`config.mk`:
```
export PLATFORM = sky130hd
export DESIGN_NAME = cpu_seq_ctrl
export DESIGN_NICKNAME = d
export VERILOG_FILES = /design/src/rtl/cpu_seq_pkg.sv /design/src/rtl/cpu_seq_ctrl_opdec.sv /design/src/rtl/cpu_seq_ctrl.sv
export SDC_FILE = /design/constraint.sdc
export NUM_CORES = 1
export LEC_CHECK = 0
export ABC_AREA = 1
export BUFFER_PORTS_ARGS = -buffer_cell sky130_fd_sc_hd__buf_2
export CORE_MARGIN = 2
export CORE_UTILIZATION = 42
export DETAILED_ROUTE_END_ITERATION = 10
export GPL_ROUTABILITY_DRIVEN = 0
export PLACE_DENSITY = 0.84
export SYNTH_ARGS = -nofsm -noshare
export SYNTH_HDL_FRONTEND = slang
export SYNTH_HIERARCHICAL = 1
export SYNTH_SLANG_ARGS = --single-unit
```
`constraint.sdc`:
```
create_clock -name clk -period 2.7 [get_ports clk]
set_clock_uncertainty 0.05 [all_clocks]
set_input_delay 0.54 -clock clk [delete_from_list [all_inputs] [get_ports clk]]
set_output_delay 0.54 -clock clk [all_outputs]
set_load 0.005 [all_outputs]
```
`src/rtl/cpu_seq_pkg.sv`:
```
// Shared encodings for the single-bus microsequencer: opcodes, ALU ops, FSM states, IR fields.
package cpu_seq_pkg;

  localparam int unsigned OPC_LSB = 12;
  localparam int unsigned RD_LSB  = 9;
  localparam int unsigned RS_LSB  = 6;
  localparam int unsigned FLAG_Z  = 1;

  localparam logic [3:0] OP_NOP  = 4'h0;
  localparam logic [3:0] OP_ADD  = 4'h1;
  localparam logic [3:0] OP_SUB  = 4'h2;
  localparam logic [3:0] OP_AND  = 4'h3;
  localparam logic [3:0] OP_OR   = 4'h4;
  localparam logic [3:0] OP_LD   = 4'h5;
  localparam logic [3:0] OP_ST   = 4'h6;
  localparam logic [3:0] OP_MOV  = 4'h7;
  localparam logic [3:0] OP_JZ   = 4'h8;
  localparam logic [3:0] OP_JMP  = 4'h9;
  localparam logic [3:0] OP_HALT = 4'hF;

  localparam logic [2:0] ALU_ADD   = 3'd0;
  localparam logic [2:0] ALU_SUB   = 3'd1;
  localparam logic [2:0] ALU_AND   = 3'd2;
  localparam logic [2:0] ALU_OR    = 3'd3;
  localparam logic [2:0] ALU_PASSB = 3'd4;

  typedef enum logic [3:0] {
    S_IDLE = 4'd0,
    S_F0   = 4'd1,
    S_F1   = 4'd2,
    S_DEC  = 4'd3,
    S_E0   = 4'd4,
    S_E1   = 4'd5,
    S_WB   = 4'd6,
    S_M0   = 4'd7,
    S_M1   = 4'd8,
    S_J0   = 4'd9,
    S_HALT = 4'd10
  } state_t;

  typedef enum logic [2:0] {
    CL_NOP,
    CL_ALU,
    CL_MOV,
    CL_LD,
    CL_ST,
    CL_JZ,
    CL_JMP,
    CL_HALT
  } op_class_t;

endpackage

```
`src/rtl/cpu_seq_ctrl_opdec.sv`:
```
// Combinational opcode classifier; undefined opcodes decode as NOP with is_illegal set.
module seq_opdec
  import cpu_seq_pkg::*;
(
  input  logic [3:0] opcode,
  output op_class_t  op_class,
  output logic [2:0] alu_op,
  output logic       sets_flags,
  output logic       is_illegal
);

  always_comb begin
    op_class   = CL_NOP;
    alu_op     = ALU_ADD;
    sets_flags = 1'b0;
    is_illegal = 1'b0;
    case (opcode)
      OP_NOP: op_class = CL_NOP;
      OP_ADD, OP_SUB, OP_AND, OP_OR: begin
        op_class   = CL_ALU;
        alu_op     = opcode[2:0] - 3'd1;
        sets_flags = 1'b1;
      end
      OP_MOV: begin
        op_class = CL_MOV;
        alu_op   = ALU_PASSB;
      end
      OP_LD:   op_class = CL_LD;
      OP_ST:   op_class = CL_ST;
      OP_JZ:   op_class = CL_JZ;
      OP_JMP:  op_class = CL_JMP;
      OP_HALT: op_class = CL_HALT;
      default: is_illegal = 1'b1;
    endcase
  end

endmodule

```
`src/rtl/cpu_seq_ctrl.sv`:
```
// Fetch/decode/execute microsequencer for the 16-bit single-bus datapath.
// Optional SEQ_RETIRE_COUNT_EN adds a wrapping retired-instruction counter output.
module cpu_seq_ctrl
  import cpu_seq_pkg::*;
#(
  parameter logic [15:0] RESET_PC = 16'h0000
) (
  input  logic        clk,
  input  logic        reset,
  input  logic        run,
  input  logic [15:0] ir,
  input  logic [3:0]  status,
  output logic [2:0]  rsel,
  output logic        reg_t,
  output logic [2:0]  wsel,
  output logic        wrr,
  output logic        mem_write,
  output logic        mem_t,
  output logic        pc_l,
  output logic        pc_t,
  output logic        pc_inc,
  output logic        ir_l,
  output logic        mar_l,
  output logic        a_l,
  output logic        z_l,
  output logic        z_t,
  output logic [2:0]  alu_op,
  output logic        sflag,
  output logic [15:0] pc_resval,
  output logic        halted,
  output logic        illegal
`ifdef SEQ_RETIRE_COUNT_EN
  ,
  output logic [15:0] retired
`endif
);

  state_t     state;
  state_t     boundary;
  op_class_t  op_class;
  logic [2:0] dec_alu_op;
  logic       dec_sets_flags;
  logic       dec_illegal;
  logic [2:0] rd;
  logic [2:0] rs;
  logic       unused_bits;

  assign rd          = ir[RD_LSB +: 3];
  assign rs          = ir[RS_LSB +: 3];
  assign pc_resval   = RESET_PC;
  assign boundary    = run ? S_F0 : S_IDLE;
  assign unused_bits = ^{ir[5:0], status[3:2], status[0]};

  seq_opdec u_opdec (
    .opcode     (ir[OPC_LSB +: 4]),
    .op_class   (op_class),
    .alu_op     (dec_alu_op),
    .sets_flags (dec_sets_flags),
    .is_illegal (dec_illegal)
  );

`ifdef SEQ_RETIRE_COUNT_EN
  logic retire;
  always_comb begin
    retire = 1'b0;
    case (state)
      S_WB, S_M1, S_J0: retire = 1'b1;
      S_DEC: retire = (op_class == CL_NOP) ||
                      (op_class == CL_JZ && !status[FLAG_Z]);
      default: retire = 1'b0;
    endcase
  end
`endif

  always_ff @(posedge clk) begin
    if (reset) begin
      state <= S_IDLE;
`ifdef SEQ_RETIRE_COUNT_EN
      retired <= '0;
`endif
    end else begin
      case (state)
        S_IDLE: if (run) state <= S_F0;
        S_F0:   state <= S_F1;
        S_F1:   state <= S_DEC;
        S_DEC: begin
          case (op_class)
            CL_ALU, CL_MOV: state <= S_E0;
            CL_LD, CL_ST:   state <= S_M0;
            CL_JZ:          state <= status[FLAG_Z] ? S_J0 : boundary;
            CL_JMP:         state <= S_J0;
            CL_HALT:        state <= S_HALT;
            default:        state <= boundary;
          endcase
        end
        S_E0:             state <= S_E1;
        S_E1:             state <= S_WB;
        S_M0:             state <= S_M1;
        S_WB, S_M1, S_J0: state <= boundary;
        S_HALT:           state <= S_HALT;
        default:          state <= S_IDLE;
      endcase
`ifdef SEQ_RETIRE_COUNT_EN
      if (retire) retired <= retired + 16'd1;
`endif
    end
  end

  // Strobes are decoded from state and the live IR so DEC can flag an illegal opcode in-cycle.
  always_comb begin
    rsel      = '0;
    reg_t     = 1'b0;
    wsel      = '0;
    wrr       = 1'b0;
    mem_write = 1'b0;
    mem_t     = 1'b0;
    pc_l      = 1'b0;
    pc_t      = 1'b0;
    pc_inc    = 1'b0;
    ir_l      = 1'b0;
    mar_l     = 1'b0;
    a_l       = 1'b0;
    z_l       = 1'b0;
    z_t       = 1'b0;
    alu_op    = '0;
    sflag     = 1'b0;
    halted    = 1'b0;
    illegal   = 1'b0;
    case (state)
      S_F0: begin
        pc_t  = 1'b1;
        mar_l = 1'b1;
      end
      S_F1: begin
        mem_t  = 1'b1;
        ir_l   = 1'b1;
        pc_inc = 1'b1;
      end
      S_DEC: illegal = dec_illegal;
      S_E0: begin
        rsel  = rd;
        reg_t = 1'b1;
        a_l   = 1'b1;
      end
      S_E1: begin
        rsel   = rs;
        reg_t  = 1'b1;
        z_l    = 1'b1;
        alu_op = dec_alu_op;
        sflag  = dec_sets_flags;
      end
      S_WB: begin
        z_t  = 1'b1;
        wsel = rd;
        wrr  = 1'b1;
      end
      S_M0: begin
        rsel  = rs;
        reg_t = 1'b1;
        mar_l = 1'b1;
      end
      S_M1: begin
        if (op_class == CL_ST) begin
          rsel      = rd;
          reg_t     = 1'b1;
          mem_write = 1'b1;
        end else begin
          mem_t = 1'b1;
          wsel  = rd;
          wrr   = 1'b1;
        end
      end
      S_J0: begin
        rsel  = rs;
        reg_t = 1'b1;
        pc_l  = 1'b1;
      end
      S_HALT:  halted = 1'b1;
      default: halted = 1'b0;
    endcase
  end

endmodule

```
==> report_table.html, run 1 <==
<table>
<tr><th>Metric</th><th>Value</th></tr>
<tr><th colspan="2">Run status</th></tr>
<tr><td>Result of the run</td><td>finished, final reports clean</td></tr>
<tr><th colspan="2">Synthesis</th></tr>
<tr><td>Yosys top cell area share</td><td>14.7%</td></tr>
<tr><td>Library cell with the highest instance count after synthesis</td><td>sky130_fd_sc_hd__nand2_1</td></tr>
<tr><td>Cell variety after synth</td><td>21</td></tr>
<tr><td>Number of enable-type register cells in the synthesized netlist</td><td>0</td></tr>
<tr><td>Post-synth ARST share</td><td>0%</td></tr>
<tr><td>Netlist Area Pre-Place</td><td>around 920 sq um</td></tr>
<tr><td>Most used flip-flop cell after synthesis</td><td>sky130_fd_sc_hd__dfxtp_1</td></tr>
<tr><td>Flip-flop and latch count after synthesis</td><td>4</td></tr>
<tr><td>Leading post-synthesis cells by cell area</td><td>sky130_fd_sc_hd__nand2_1 15%, sky130_fd_sc_hd__buf_4 14%, sky130_fd_sc_hd__inv_1 11%</td></tr>
<tr><td>Cell types with the highest counts after synthesis</td><td>36 x sky130_fd_sc_hd__nand2_1, 28 x sky130_fd_sc_hd__inv_1, 26 x sky130_fd_sc_hd__nor2_1</td></tr>
<tr><td>Area leader, netlist</td><td>sky130_fd_sc_hd__nand2_1</td></tr>
<tr><td>Number of standard cells after synthesis</td><td>167</td></tr>
<tr><td>Yosys warning count</td><td>6</td></tr>
<tr><td>Proportion of synthesized chip area in sequential cells</td><td>8.70%</td></tr>
<tr><td>Mean instance size in the synthesized netlist</td><td>5.51 sq um</td></tr>
<tr><th colspan="2">Die</th></tr>
<tr><td>Die Width</td><td>50.8 um</td></tr>
<tr><td># rows</td><td>16</td></tr>
<tr><td>IO Count</td><td>63</td></tr>
<tr><td>Effective utilization at floorplan</td><td>45.5%</td></tr>
<tr><td>Die Height</td><td>~51 um</td></tr>
<tr><td>Total core area</td><td>2020 sq um</td></tr>
<tr><td>Area of the die</td><td>2580 sq um</td></tr>
<tr><th colspan="2">Clock network</th></tr>
<tr><td>Clock tree from TritonCTS</td><td>built</td></tr>
<tr><td>Worst skew pair latency</td><td>roughly 240 ps</td></tr>
<tr><td>Clk buf depth</td><td>2</td></tr>
<tr><td>Number of hold-repair buffers added at the cts stage</td><td>0</td></tr>
<tr><td>H-Tree Depth</td><td>1</td></tr>
<tr><td>Clock-pin slew reported for the worst setup and hold paths after clock tree synthesis</td><td>30 ps</td></tr>
<tr><td>Root Buffer</td><td>sky130_fd_sc_hd__clkbuf_4</td></tr>
<tr><td>Clock sink count</td><td>4</td></tr>
<tr><td>Cts bufs inserted</td><td>3</td></tr>
<tr><th colspan="2">Critical path</th></tr>
<tr><td>Arrival time worst endpoint</td><td>2020 ps</td></tr>
<tr><td>FF-to-FF setup slack</td><td>1500 ps</td></tr>
<tr><td>Largest incremental delay on the critical path</td><td>210 ps</td></tr>
<tr><td>Cells traversed along the worst timing path</td><td>buf_6 -&gt; inv_2 -&gt; ha_4 -&gt; o21ai_2 -&gt; nand3_2 -&gt; inv_2 -&gt; nand2_2 -&gt; nor2_4 -&gt; nand2_4 -&gt; nor3_4 -&gt; nor2_4 -&gt; o21ai_1 -&gt; buf_2</td></tr>
<tr><td>Start-to-end type of the worst setup path</td><td>in2out</td></tr>
<tr><td>Timing startpoint of the critical path</td><td>ir[12]</td></tr>
<tr><td>Depth of the most critical reg-to-reg path</td><td>7</td></tr>
<tr><td>Worst-path cell with the longest stage delay</td><td>sky130_fd_sc_hd__nor3_4</td></tr>
<tr><td>Reg-to-Reg End</td><td>state[0]</td></tr>
<tr><td>Type of element capturing the critical path</td><td>primary output</td></tr>
<tr><td>Data required time of the worst path</td><td>2110 ps</td></tr>
<tr><td>Critical path capture point</td><td>rsel[2]</td></tr>
<tr><td>CP startpoint kind</td><td>primary input</td></tr>
<tr><td>Origin of the critical flop-to-flop path</td><td>state[1]</td></tr>
<tr><td>CP Depth</td><td>13</td></tr>
<tr><td>Count of buffer and inverter cells on the critical path</td><td>4</td></tr>
<tr><td>Highest fanout seen on the critical path</td><td>4</td></tr>
<tr><td>Top Family by Delay on Critical Path</td><td>simple AND/OR/NAND/NOR gates</td></tr>
<tr><th colspan="2">Min path</th></tr>
<tr><td>Hold path start</td><td>reset</td></tr>
<tr><td>Type of the tightest min-delay check</td><td>in2reg</td></tr>
<tr><th colspan="2">Power and ir drop</th></tr>
<tr><td>Largest vdd supply drop</td><td>approximately 0.13 mV</td></tr>
<tr><td>Ratio of total power to cell area</td><td>253 nW/um^2</td></tr>
<tr><td>Leak pwr</td><td>0.766 nW</td></tr>
<tr><th colspan="2">Finish</th></tr>
<tr><td>Regs by FF count</td><td>state: 4 flops</td></tr>
<tr><td>Register bank with the most flops</td><td>state</td></tr>
<tr><td>Number of antenna repair diodes</td><td>0</td></tr>
<tr><td># fillers</td><td>224</td></tr>
<tr><td>Core occupancy in the finished layout</td><td>between 60% and 70%</td></tr>
<tr><td>Area growth from synthesis to final layout</td><td>34.9%</td></tr>
<tr><td>Number of flip-flops under the largest register name</td><td>4</td></tr>
<tr><td>Number of non-filler instances in the completed layout</td><td>240</td></tr>
<tr><td>Fraction of layout cells with a size suffix above 1</td><td>39.9%</td></tr>
<tr><td>Number of nets in the finished design</td><td>about 240</td></tr>
<tr><th colspan="2">GRT</th></tr>
<tr><td>Global-route track usage on met3</td><td>2.63%</td></tr>
<tr><td>GRT Resource Usage Total</td><td>between 10% and 20%</td></tr>
<tr><td>Via count of the first global-routing pass</td><td>794</td></tr>
<tr><td>Pin count of the biggest net entering global routing</td><td>8</td></tr>
<tr><td>GR Layer Usage met1</td><td>16.9%</td></tr>
<tr><td>Global-route track usage on met2</td><td>27.2%</td></tr>
<tr><td>Global-route wire length before repair</td><td>about 3000 um</td></tr>
<tr><td>Most congested layer reported by global routing</td><td>met2</td></tr>
<tr><td>Number of antenna violations at the first check in global routing</td><td>0</td></tr>
<tr><td>Leftover overflow at the end of global routing</td><td>0</td></tr>
<tr><th colspan="2">Placed design</th></tr>
<tr><td>Cell total after placement</td><td>~230</td></tr>
<tr><td>HPWL after detailed placement</td><td>1740 um</td></tr>
<tr><td>Port Buffer Count</td><td>37</td></tr>
<tr><th colspan="2">Routing</th></tr>
<tr><td>Detailed-router iteration count before antenna repair</td><td>4</td></tr>
<tr><td>Average wire length per cell after detail routing</td><td>9.36 um</td></tr>
<tr><td>Number of remaining DRC errors</td><td>0</td></tr>
<tr><td>Via total after detailed routing</td><td>~1,100</td></tr>
<tr><td>Number of DRC violations after detailed-routing iteration 0</td><td>17</td></tr>
<tr><td>Post-detailed-route via-to-cell ratio</td><td>4.42</td></tr>
<tr><td>Total Wirelength</td><td>around 2200 um</td></tr>
<tr><td>Number of antenna-violating nets in the routed design</td><td>0</td></tr>
<tr><th colspan="2">STA</th></tr>
<tr><td>Ratio of final minimum period to clock period</td><td>96.6%</td></tr>
<tr><td>Timing-limited maximum frequency</td><td>383 MHz</td></tr>
<tr><td>Post-layout minimum cycle time</td><td>2610 ps</td></tr>
<tr><td>Final slew viol count</td><td>0</td></tr>
<tr><td>Number of hold violations in the final report</td><td>0</td></tr>
<tr><td>Setup violations, final</td><td>0</td></tr>
<tr><th colspan="2">Job</th></tr>
<tr><td>Number of maximum-capacitance violations</td><td>0</td></tr>
</table>
## through the flow
step / setup slack, ps / cell area (sq um) / TNS (ps) / power, W / hold slack [ps]
after global routing: -33.2 / 1240 / -48.1 / 0.000341 / 461
after global placement: 4.41 / 1100 / 0 / 0.000212 / 559
final: 91.6 / 1240 / 0 / 0.000315 / 459
after CTS: 23.7 / 1130 / 0 / 0.000296 / 450
after floorplan: 218 / 977 / 0 / 0.000185 / 497
after detailed placement: -46.0 / 1100 / -122 / 0.000215 / 558
## per-layer routing
| layer | part of all wire (%) | vias up | wire, um |
|---|---|---|---|
| li1 | - | 568 | - |
| met1 | 39 | 448 | 880 |
| met4 | 1.1 | 0 | 24 |
| met3 | 6.5 | 2 | 147 |
| met5 | 0 | - | 0 |
| met2 | 53 | 43 | 1190 |
## how the worst min path moves through the flow
stage	cells after the start	endpoint
floorplan	3	state[2]
global route	2	state[3]
finish	2	state[3]
global placement	3	state[2]
detailed placement	3	state[2]
CTS	2	state[3]
## repair_timing
item,4_1_cts,5_1_grt
hold endpoints to repair,0,0
setup endpoints to repair,4,9
buffers inserted,0,3
pin swaps,0,9
resized for setup,2,26
## cells by family (layout without fill, tap and decap cells)
kind of cell,count (synthesis),in the layout,share of synthesized area [%]
other cells,1,16,0.407
buf+inv,50,81,28.1
xor+xnor,1,1,0.951
fa+ha+maj,5,5,6.79
flops,4,4,8.70
compound gates,21,21,12.2
simple gates,85,85,42.8
## final cells by class
cell class | instances | area, sq um | share of cell area [%]
timing repair buffer | 46 | 265 | 21.3
sequential | 4 | 80.1 | 6.45
multi-input combinational | 128 | 718 | 57.8
tap | 27 | 33.8 | 2.72
clock buffer | 3 | 22.5 | 1.81
inverter | 32 | 123 | 9.87
## report_power, final
group | internal [W] | leakage [nW] | total [W] | switching (W)
logic | 0.0000689 | 0.720 | 0.000171 | 0.000102
clock network | 0.0000497 | 0.0138 | 0.0000741 | 0.0000244
registers | 0.0000646 | 0.0327 | 0.0000698 | 0.00000520
total | 0.000183 | 0.766 | 0.000315 | 0.000132
## cell usage in the layout, fill, tap and decap left out, drive strengths merged, types with 4 or more instances in the layout
cell   instances
nand2         36
nand3         10
a21oi         10
dfxtp          4
buf           46
inv           32
conb          16
o21ai          9
ha             5
nor2          37
Note: power is estimated with default switching activity, not from simulation.
==> run 2: changes to the inputs <==
==> constraint.sdc (replaced) <==
create_clock -name clk -period 2.7 [get_ports clk]
set_clock_uncertainty 0.05 [all_clocks]
set_input_delay 0.54 -clock clk [delete_from_list [all_inputs] [get_ports clk]]
set_output_delay 0.54 -clock clk [all_outputs]
set_load 0.1 [all_outputs]
==> run 2 against run 1 <==
  * The run now ends with setup timing left
  * Wire length rose by 44%
  * Via count grew 16%
  * Sequential power barely moved
  * Register-to-register slack got worse by 170 ps
  * Cell area increased by 38%
  * Utilization increased by 23 points
  * Sequential share of layout area fell by 1.8 points
  * Power increased by 86%
  * First-iteration DRC count rose by 41%
  * Setup slack worse by 100 ps
  * Largest power group unchanged
==> report_table.html, run 2 (synthesis gave the netlist of run 1 again) <==
<table>
<tr><th>Metric</th><th>Value</th></tr>
<tr><th colspan="2">Run status</th></tr>
<tr><td>Result of the run</td><td>finished, violations left</td></tr>
<tr><td>Violated checks</td><td>setup timing</td></tr>
<tr><th colspan="2">Routing</th></tr>
<tr><td>Detailed-router iteration count before antenna repair</td><td>4 (unchanged)</td></tr>
<tr><td>Number of remaining DRC errors</td><td>0 (unchanged)</td></tr>
<tr><td>Number of DRC violations after detailed-routing iteration 0</td><td>24 (+7)</td></tr>
<tr><td>Post-detailed-route via-to-cell ratio</td><td>4.78 (+8.1%)</td></tr>
<tr><td>Number of antenna-violating nets in the routed design</td><td>0 (unchanged)</td></tr>
<tr><td>Average wire length per cell after detail routing</td><td>12.6 um (+34%)</td></tr>
<tr><td>Via total after detailed routing</td><td>1,228 (+16%)</td></tr>
<tr><td>Total Wirelength</td><td>3230 um (+44%)</td></tr>
<tr><th colspan="2">Die</th></tr>
<tr><td>IO Count</td><td>63 (unchanged)</td></tr>
<tr><td>Die Height</td><td>50.8 um (unchanged)</td></tr>
<tr><td>Effective utilization at floorplan</td><td>45.5% (unchanged)</td></tr>
<tr><td>Total core area</td><td>2020 sq um (unchanged)</td></tr>
<tr><td>Die Width</td><td>50.8 um (unchanged)</td></tr>
<tr><td># rows</td><td>16 (unchanged)</td></tr>
<tr><td>Area of the die</td><td>2580 sq um (unchanged)</td></tr>
<tr><th colspan="2">Power and ir drop</th></tr>
<tr><td>Part of the total power dissipated in sequential elements</td><td>11.9% (-10 points)</td></tr>
<tr><td>Largest vdd supply drop</td><td>0.337 mV (+150%)</td></tr>
<tr><td>Leak pwr</td><td>0.915 nW (+19%)</td></tr>
<tr><td>Combinational cell fraction of total power</td><td>74.1% (+20 points)</td></tr>
<tr><td>Clock network fraction of total power</td><td>14.0% (-9.5 points)</td></tr>
<tr><td>Int Pwr</td><td>0.000222 W (+21%)</td></tr>
<tr><td>Psw</td><td>0.000364 W (+180%)</td></tr>
<tr><td>Sw Ratio</td><td>62.0% (+20 points)</td></tr>
<tr><td>Ratio of total power to cell area</td><td>343 nW/um^2 (+35%)</td></tr>
<tr><th colspan="2">Critical path</th></tr>
<tr><td>Largest incremental delay on the critical path</td><td>190 ps (-20 ps)</td></tr>
<tr><td>Cells traversed along the worst timing path</td><td>buf_12 -&gt; inv_12 -&gt; ha_4 -&gt; o21ai_2 -&gt; nand3_2 -&gt; inv_2 -&gt; nand2_4 -&gt; nor2_4 -&gt; nand2_4 -&gt; nor3_4 -&gt; nor2_4 -&gt; o21ai_4 -&gt; buf_12</td></tr>
<tr><td>Arrival time worst endpoint</td><td>2120 ps (+100 ps)</td></tr>
<tr><td>Top Family by Delay on Critical Path</td><td>simple AND/OR/NAND/NOR gates</td></tr>
<tr><td>Timing startpoint of the critical path</td><td>ir[12]</td></tr>
<tr><td>Data required time of the worst path</td><td>2110 ps (about the same)</td></tr>
<tr><td>Type of element capturing the critical path</td><td>primary output</td></tr>
<tr><td>Highest fanout seen on the critical path</td><td>4 (unchanged)</td></tr>
<tr><td>CP startpoint kind</td><td>primary input</td></tr>
<tr><td>Count of buffer and inverter cells on the critical path</td><td>4 (unchanged)</td></tr>
<tr><td>Start-to-end type of the worst setup path</td><td>in2out</td></tr>
<tr><td>Worst-path cell with the longest stage delay</td><td>sky130_fd_sc_hd__buf_12</td></tr>
<tr><td>Origin of the critical flop-to-flop path</td><td>state[3]</td></tr>
<tr><th colspan="2">Finish</th></tr>
<tr><td>Most common library cell in the layout ignoring fill and taps</td><td>sky130_fd_sc_hd__nand2_1</td></tr>
<tr><td># fillers</td><td>127 (-43%)</td></tr>
<tr><td>Number of non-filler instances in the completed layout</td><td>257 (+7.1%)</td></tr>
<tr><td>Fraction of layout cells with a size suffix above 1</td><td>50.9% (+11 points)</td></tr>
<tr><td>Register bank with the most flops</td><td>state</td></tr>
<tr><td>Area growth from synthesis to final layout</td><td>85.7%</td></tr>
<tr><td>Most frequent cells in the layout</td><td>33 x sky130_fd_sc_hd__nand2_1, 29 x sky130_fd_sc_hd__buf_4, 26 x sky130_fd_sc_hd__inv_1</td></tr>
<tr><td>Regs by FF count</td><td>state: 4 flops</td></tr>
<tr><td>Number of flip-flops under the largest register name</td><td>4 (unchanged)</td></tr>
<tr><td>Final design instance area without fill</td><td>1710 sq um (+38%)</td></tr>
<tr><td>Number of antenna repair diodes</td><td>0 (unchanged)</td></tr>
<tr><td>Number of nets in the finished design</td><td>260 (+7.0%)</td></tr>
<tr><th colspan="2">Placed design</th></tr>
<tr><td>Port Buffer Count</td><td>37 (unchanged)</td></tr>
<tr><td>Cell total after placement</td><td>245 (+4.7%)</td></tr>
<tr><td>Worst Setup Slack post-DPL</td><td>-225 ps (-179 ps)</td></tr>
<tr><td>HPWL after detailed placement</td><td>2190 um (+26%)</td></tr>
<tr><td>Post-placement cell area</td><td>1530 sq um (+39%)</td></tr>
<tr><th colspan="2">Clock network</th></tr>
<tr><td>Clk buf depth</td><td>2 (unchanged)</td></tr>
<tr><td>Clock tree from TritonCTS</td><td>built</td></tr>
<tr><td>Worst skew pair latency</td><td>250 ps (about the same)</td></tr>
<tr><td>Clock sink count</td><td>4 (unchanged)</td></tr>
<tr><td>Root Buffer</td><td>sky130_fd_sc_hd__clkbuf_4</td></tr>
<tr><td>Clock-pin slew reported for the worst setup and hold paths after clock tree synthesis</td><td>40 ps (about the same)</td></tr>
<tr><td>H-Tree Depth</td><td>1 (unchanged)</td></tr>
<tr><td>Cts bufs inserted</td><td>3 (unchanged)</td></tr>
<tr><th colspan="2">STA</th></tr>
<tr><td>Number of hold violations in the final report</td><td>0 (unchanged)</td></tr>
<tr><td>Ratio of final minimum period to clock period</td><td>100% (+3.7 points)</td></tr>
<tr><td>Setup repair after global routing missed its margin</td><td>yes</td></tr>
<tr><td>Timing-limited maximum frequency</td><td>369 MHz (-3.7%)</td></tr>
<tr><td>Setup violations, final</td><td>2 (+2)</td></tr>
<tr><td>Post-layout worst setup margin</td><td>-8.90 ps (-100 ps)</td></tr>
<tr><td>Final slew viol count</td><td>0 (unchanged)</td></tr>
<tr><td>Post-layout minimum cycle time</td><td>2710 ps (+100 ps)</td></tr>
<tr><th colspan="2">GRT</th></tr>
<tr><td>Global-route track usage on met3</td><td>2.92% (+0.29 points)</td></tr>
<tr><td>Number of antenna violations at the first check in global routing</td><td>0 (unchanged)</td></tr>
<tr><td>Via count of the first global-routing pass</td><td>1,148 (+45%)</td></tr>
<tr><td>Leftover overflow at the end of global routing</td><td>0 (unchanged)</td></tr>
<tr><td>GRT Resource Usage Total</td><td>24.2% (+9.1 points)</td></tr>
<tr><td>Pin count of the biggest net entering global routing</td><td>7 (-1)</td></tr>
<tr><td>Most congested layer reported by global routing</td><td>met2</td></tr>
<tr><td>GR Layer Usage met1</td><td>25.0% (+8.1 points)</td></tr>
<tr><td>Global-route wire length before repair</td><td>4810 um (+60%)</td></tr>
<tr><td>Global-route track usage on met2</td><td>48.7% (+21 points)</td></tr>
<tr><th colspan="2">Min path</th></tr>
<tr><td>Hold path start</td><td>reset</td></tr>
<tr><td>Type of the tightest min-delay check</td><td>in2reg</td></tr>
<tr><th colspan="2">Job</th></tr>
<tr><td>Number of maximum-capacitance violations</td><td>0 (unchanged)</td></tr>
</table>
==> run 2: cell types whose count changed in the layout (fill, tap and decap cells not counted), moves of 2 or more <==
cell / change
sky130_fd_sc_hd__buf_2: -15
sky130_fd_sc_hd__nor2_1: -9
sky130_fd_sc_hd__buf_4: +20
sky130_fd_sc_hd__buf_12: +13
sky130_fd_sc_hd__nor2_4: +8
sky130_fd_sc_hd__o21ai_4: +3
sky130_fd_sc_hd__o21ai_0: -2
sky130_fd_sc_hd__o21ai_2: +2
sky130_fd_sc_hd__nand2_2: -2
sky130_fd_sc_hd__inv_2: -2
sky130_fd_sc_hd__o21ai_1: -3
==> run 2: worst paths after layout <==
check	cells past startpoint	endpoint	slack, ps
worst min register to register	3	state[2]	550
worst max register to register	7	state[0]	1330
worst min-delay path	2	state[3]	450
worst max-delay path	13	rsel[1]	-9
==> run 2: layout make-up <==
type	instances	area (sq um)	share of cell area (%)
well taps	27	33.8	1.98
inverters	32	138	8.05
repair buffers	63	589	34.5
clock buffers	3	22.5	1.32
multi-input cells	128	847	49.5
flip-flops and latches	4	80.1	4.68
==> run 2: through the flow <==
step | utilization (%) | hold WS (ps) | power [W] | TNS [ps]
after floorplan | - | 497 | 0.000399 | -3520
after global routing | 84.6 | 464 | 0.000610 | -244
after global placement | 75.6 | 534 | 0.000453 | -1080
final | 84.6 | 450 | 0.000586 | -10.6
after detailed placement | 75.6 | 546 | 0.000459 | -1300
after CTS | 81.9 | 460 | 0.000557 | 0
==> run 2: power groups by stage <==
| stage | logic, W | clock network, W | registers, W |
|---|---|---|---|
| 6_report | 0.000434 | 0.0000818 | 0.0000697 |
| 5_1_grt | 0.000456 | 0.0000842 | 0.0000703 |
| 4_1_cts | 0.000411 | 0.0000764 | 0.0000696 |
| 3_5_place_dp | 0.000388 | 0 | 0.0000705 |
| 3_3_place_gp | 0.000382 | 0 | 0.0000705 |
| 2_1_floorplan | 0.000330 | 0 | 0.0000692 |
==> run 2: timing repair <==
item,4_1_cts,5_1_grt
gates resized for setup,8,19
setup buffers,9,1
pin swaps,7,2
setup endpoints to repair,9,11
hold buffers,0,0
cloned,0,0
==> run 2: layer usage <==
layer | vias up | part of all wire, %
met5 | - | 0
met4 | 0 | 3.9
met3 | 14 | 5.0
met2 | 55 | 55
met1 | 553 | 36
li1 | 606 | -
